File: src/rtl/mem_stage_access.sv
// MEM pipeline stage: data-memory access over a req/ack handshake with timeout,
// byte-lane steering for stores and sign/zero extension for loads.
module mem_stage_access #(
    parameter int TIMEOUT_CYCLES = 16,
    parameter int CNT_WIDTH      = 5
) (
    input  logic        clk,
    input  logic        reset,
    input  logic        ex_valid_i,
    input  logic        ex_mem_read_i,
    input  logic        ex_mem_write_i,
    input  logic [2:0]  ex_funct3_i,
    input  logic [31:0] ex_alu_result_i,
    input  logic [31:0] ex_store_data_i,
    input  logic [4:0]  ex_rd_i,
    input  logic        ex_reg_write_i,
    output logic        stall_o,
    output logic        dmem_req_o,
    output logic        dmem_we_o,
    output logic [31:0] dmem_addr_o,
    output logic [31:0] dmem_wdata_o,
    output logic [3:0]  dmem_be_o,
    input  logic        dmem_ack_i,
    input  logic [31:0] dmem_rdata_i,
    output logic        wb_valid_o,
    output logic        wb_reg_write_o,
    output logic [4:0]  wb_rd_o,
    output logic [31:0] wb_data_o,
    output logic        misalign_o,
    output logic        bus_err_o
);
    typedef enum logic {IDLE, ACCESS} state_t;

    typedef struct packed {
        logic [31:0] addr;
        logic [31:0] wdata;
        logic [3:0]  be;
        logic        we;
        logic [2:0]  funct3;
        logic [1:0]  off;
        logic [4:0]  rd;
        logic        reg_write;
    } mem_req_t;

    state_t               state, state_nxt;
    mem_req_t             req;
    logic [CNT_WIDTH-1:0] cnt;
    logic [1:0]           off;
    logic                 is_mem, legal, aligned, timeout;
    logic [3:0]           be;
    logic [31:0]          wdata, load_data;
    logic [15:0]          shifted;

    assign off     = ex_alu_result_i[1:0];
    assign is_mem  = ex_mem_read_i | ex_mem_write_i;
    assign timeout = (cnt == CNT_WIDTH'(TIMEOUT_CYCLES - 1));

    // Store wins when both read and write are flagged.
    always_comb begin
        legal = 1'b0;
        if (ex_mem_write_i) legal = ex_funct3_i inside {3'b000, 3'b001, 3'b010};
        else                legal = ex_funct3_i inside {3'b000, 3'b001, 3'b010, 3'b100, 3'b101};
        aligned = 1'b0;
        be      = 4'b1111;
        case (ex_funct3_i[1:0])
            2'b00: begin aligned = 1'b1;         be = 4'b0001 << off; end
            2'b01: begin aligned = ~off[0];      be = 4'b0011 << off; end
            2'b10: begin aligned = (off == 2'b00); be = 4'b1111;      end
            default: begin aligned = 1'b0;       be = 4'b1111;        end
        endcase
        wdata = ex_store_data_i << {off, 3'b000};
    end

    always_comb begin
        shifted   = 16'(dmem_rdata_i >> {req.off, 3'b000});
        load_data = dmem_rdata_i;
        case (req.funct3)
            3'b000:  load_data = {{24{shifted[7]}}, shifted[7:0]};
            3'b001:  load_data = {{16{shifted[15]}}, shifted};
            3'b100:  load_data = {24'd0, shifted[7:0]};
            3'b101:  load_data = {16'd0, shifted};
            default: load_data = dmem_rdata_i;
        endcase
    end

    always_ff @(posedge clk) begin
        if (!reset) state <= IDLE;
        else        state <= state_nxt;
    end

    always_comb begin
        state_nxt = state;
        if (state == IDLE) begin
            if (ex_valid_i && is_mem && legal && aligned) state_nxt = ACCESS;
        end else begin
            if (dmem_ack_i || timeout) state_nxt = IDLE;
        end
    end

    always_comb begin
        stall_o    = (state == ACCESS);
        dmem_req_o = (state == ACCESS);
    end

    assign dmem_we_o    = req.we;
    assign dmem_addr_o  = req.addr;
    assign dmem_wdata_o = req.wdata;
    assign dmem_be_o    = req.be;

    always_ff @(posedge clk) begin
        if (!reset) begin
            req            <= '0;
            cnt            <= '0;
            wb_valid_o     <= 1'b0;
            wb_reg_write_o <= 1'b0;
            wb_rd_o        <= '0;
            wb_data_o      <= '0;
            misalign_o     <= 1'b0;
            bus_err_o      <= 1'b0;
        end else begin
            misalign_o     <= 1'b0;
            bus_err_o      <= 1'b0;
            wb_reg_write_o <= 1'b0;
            if (state == IDLE) begin
                wb_valid_o <= ex_valid_i;
                if (ex_valid_i) begin
                    wb_rd_o <= ex_rd_i;
                    if (!is_mem) begin
                        wb_reg_write_o <= ex_reg_write_i;
                        wb_data_o      <= ex_alu_result_i;
                    end else if (legal && aligned) begin
                        req        <= '{addr: {ex_alu_result_i[31:2], 2'b00}, wdata: wdata, be: be,
                                        we: ex_mem_write_i, funct3: ex_funct3_i, off: off,
                                        rd: ex_rd_i, reg_write: ex_reg_write_i};
                        cnt        <= '0;
                        wb_valid_o <= 1'b0;
                    end else begin
                        misalign_o <= 1'b1;
                        wb_data_o  <= '0;
                    end
                end
            end else begin
                wb_valid_o <= 1'b0;
                if (dmem_ack_i) begin
                    wb_valid_o     <= 1'b1;
                    wb_rd_o        <= req.rd;
                    wb_reg_write_o <= ~req.we & req.reg_write;
                    wb_data_o      <= req.we ? 32'd0 : load_data;
                end else if (timeout) begin
                    wb_valid_o <= 1'b1;
                    bus_err_o  <= 1'b1;
                    wb_rd_o    <= req.rd;
                    wb_data_o  <= '0;
                end else begin
                    cnt <= cnt + 1'b1;
                end
            end
        end
    end
endmodule

File: config.mk
export PLATFORM = sky130hd
export DESIGN_NAME = mem_stage_access
export DESIGN_NICKNAME = d
export VERILOG_FILES = /design/src/rtl/mem_stage_access.sv
export SDC_FILE = /design/constraint.sdc
export NUM_CORES = 1
export LEC_CHECK = 0
export CAP_MARGIN = 20
export CORE_MARGIN = 2
export CORE_UTILIZATION = 25
export CTS_CLUSTER_DIAMETER = 150
export DETAILED_ROUTE_END_ITERATION = 12
export SYNTH_ARGS = -nofsm -noshare
export SYNTH_HDL_FRONTEND = slang
export SYNTH_SLANG_ARGS = --single-unit
File: constraint.sdc
create_clock -name clk -period 2.2 [get_ports clk]
set_input_delay 0.33 -clock clk [delete_from_list [all_inputs] [get_ports clk]]
set_output_delay 0.33 -clock clk [all_outputs]
set_load 0.01 [all_outputs]
==> key figures <==
Run status
  • Status: finished, final reports clean

Timing
  • Final Hold Viols: 0
  • Max Slew Vio Count: 0
  • Final WS setup: 0.1570 ns
  • Final Setup Violations: 0
  • Tightest Pin Transition: 0.6026 ns
  • Tmin final: 2.043 ns
  • RSZ-0062 raised after global routing: no
  • Hold_ws: 0.3077 ns
  • Worst Skew: 0.009110 ns
  • Final period utilization: 92.86%
  • TNS Setup: 0 ns
  • Maximum clock rate: 489.5 MHz
  • Slew HR: 59.31%

Layout
  • Nets: 1035
  • Final Core Density: 36.72%
  • Share of cells above drive strength 1: 9.218%
  • Synth-to-layout area growth: 43.63%

Hold path
  • WHS Path Cells: 2
  • Hold Path End: dmem_wdata_o[15]
  • Hold WC Path Type: in -> reg
  • Hold Path Origin: reset

Clock tree
  • Number of CTS-inserted buffers: 17
  • Sink Count: 125
  • Hold buffer count at CTS: 0
  • Root buffer cell: clkbuf_16
  • CTS tree: yes
  • CTS max path bufs: 2
  • Max H-tree Level: 4
  • Worst-Skew Late Latency: 0.42 ns
  • Post-CTS Repair Setup Buffers: 0
  • Worst-path clk slew: 0.06 ns

Power
  • Cell leakage power: 3.447 nW
  • Clock share of power: 43.2%
  • Cell Int Power: 4.754 mW
  • Max VDD drop: 418.3 uV
  • Net Sw Frac: 25.98%
  • Post-route total power: 6.422 mW
  • P_sw: 1.668 mW
  • Reg power frac: 38.4%
  • PwrDens: 690.6 nW/um2
  • Comb power frac: 18.4%

Critical path
  • WP data arrival: 2.32 ns
  • Reg-to-reg endpoint: wb_data_o[30]
  • CP Capture Type: flip-flop
  • CP peak stage delay: 0.33 ns
  • Crit path max fanout: 40
  • Worst path most repeated cell: ha_1
  • Reg2reg start: cnt[0]
  • Worst Path Class, Setup: reg -> reg
  • Critical path startpoint category: flip-flop
  • Reg-to-reg slack, setup: 0.16 ns
  • Req. time, crit path: 2.47 ns
  • Crit-path cells: ha_1 -> and3_1 -> ha_1 -> nor3b_2 -> nor2_2 -> o31a_1 -> buf_12 -> o21ai_0 -> a21oi_1
  • Slowest cell on the critical path: dfxtp_1
  • Reg2reg path depth: 9

Route
  • Routed vias: 5907
  • WL per Instance: 17.63 um
  • 1st-iter DRT viols: 385
  • Vias/cell: 4.670
  • Total Wirelength: 22300 um
  • Post-DRT Antenna Nets: 0
  • Drt first pass iters: 4
  • Drc violations: 0

Synthesis
  • FFs w/ async S/R, synth: 0%
  • Number of synthesized flops with an enable pin: 0
  • #FFs+latches synth: 125
  • Syn Area/Cell: 8.453 um2
  • Post-synth top area cell: dfxtp_1
  • Distinct cell type count after synthesis: 56
  • Syn Inst Count: 766
  • Synth top cells by count: 125 x dfxtp_1, 118 x nand2_1, 72 x buf_4
  • Ys Warns: 0
  • Synth Flop Type: dfxtp_1
  • Yosys top cell area share: 38.65%
  • Mapped cell area: 6475 um2
  • Dominant cells by area after synthesis: dfxtp_1 39%, buf_4 8.3%, nand2_1 6.8%
  • Seq/Total Area, Yosys: 38.65%
  • Most frequent cell after synthesis: dfxtp_1

Die
  • I/O pins: 223
  • Die W: 164.9 um
  • Die height: 164.9 um
  • Core Box Area: 25330 um2
  • Row count: 58
  • Die ar.: 27200 um2
  • Starting density of the core: 25.57%

Global route
  • First-pass GRT wire length: 33740 um
  • Initial antenna violation count: 2
  • Largest net degree at the start of global routing: 75
  • Total GRT Usage: 16.43%
  • Vias in the first global route: 5717
  • Grt total ovfl: 0

Placement
  • Number of port buffers: 220
  • RePlAce Congestion: 0.8390
  • Placement Setup Slack: -0.1613 ns
  • Hpwl dp: 16570 um

Run
  • Max-cap violations: 0
[flip-flops by register name (all words and copies together) (netlist names)]
register and cells:
bus_err_o 1, dmem_be_o 4, misalign_o 1, wb_rd_o 5, dmem_req_o 1, wb_reg_write_o 1, req 11, wb_data_o 32
dmem_wdata_o 32, cnt 5, dmem_we_o 1, wb_valid_o 1, dmem_addr_o 30
[routing by layer]
layer | track usage, % | up-vias | share of wire, %
met5 | 0 | - | 0
li1 | - | 2957 | -
met1 | 21.40 | 2770 | 45
met4 | 6.759 | 0 | 3.0
met2 | 25.58 | 147 | 47
met3 | 4.571 | 33 | 5.0
[per-stage QoR]
step	instances	cell area [um2]
floorplan	767	6479
global placement	1233	8716
detailed placement	1233	8716
CTS	1263	9283
global route	1263	9295
finish	1265	9300
[worst max-delay path: cells and delay by family, from the launching register on]
| family | cells | cell delay (ns) |
|---|---|---|
| adders and majority gates | 2 | 0.42 |
| AOI/OAI and AO/OA | 3 | 0.37 |
| and+or+nand+nor | 3 | 0.56 |
| DFF | 1 | 0.33 |
| buffers and inverters | 1 | 0.17 |
[kinds of logic after synthesis]
logic type                 synth area share (%)
AOI/OAI and AO/OA                         27.27
xor gates and xnor gates                 0.4059
adders and majority gates                0.3864
buffers and inverters                     13.00
DFF                                       38.65
muxes                                     5.005
other                                   0.05792
and+or+nand+nor                           15.23
[cell usage in the layout, fill, tap and decap left out, types with 23 or more instances in the layout]
cell / Yosys / layout
clkdlybuf4s50_1: 0 / 219
dfxtp_1: 125 / 125
nand2_1: 118 / 118
a21oi_1: 49 / 49
o21ai_0: 48 / 48
buf_4: 72 / 40
nor2b_1: 38 / 38
a21boi_0: 30 / 30
mux2i_1: 29 / 29
a22oi_1: 23 / 23
[final cells by class]
cell class              count  area [um2]
diodes                      2       5.005
clock buffers              23       478.0
clock inverters             7       88.84
fillers                  2541       16030
inverters                   6       22.52
multi-input cells         506        3158
flip-flops and latches    125        2502
well taps                 330       412.9
repair buffers            266        2633
[repair_timing]
item / CTS / global route
endpoints found under the hold margin: 0 / 0
gates resized for setup: 0 / 2
setup endpoints to repair: 0 / 31
[power groups by stage]
stage	Combinational, mW	Clock [mW]	Sequential, mW
5_1_grt	1.28	2.96	2.48
2_1_floorplan	0.556	0	2.52
4_1_cts	1.19	2.84	2.46
3_3_place_gp	1.18	0	2.51
6_report	1.18	2.78	2.46
3_5_place_dp	1.18	0	2.51
[worst max path at each step]
stage                       start            end  slack, ns  depth (start not counted)
2_1_floorplan              cnt[0]  wb_data_o[10]       0.16                          9
3_3_place_gp   ex_alu_result_i[0]  wb_data_o[17]      -0.11                          7
3_5_place_dp       ex_funct3_i[2]  wb_data_o[28]      -0.16                          7
4_1_cts                    cnt[0]  wb_data_o[17]     0.0006                          8
5_1_grt                    cnt[0]  wb_data_o[29]       0.03                          9
6_report                   cnt[0]  wb_data_o[30]       0.16                          9
(Power assumes the default switching activity.)
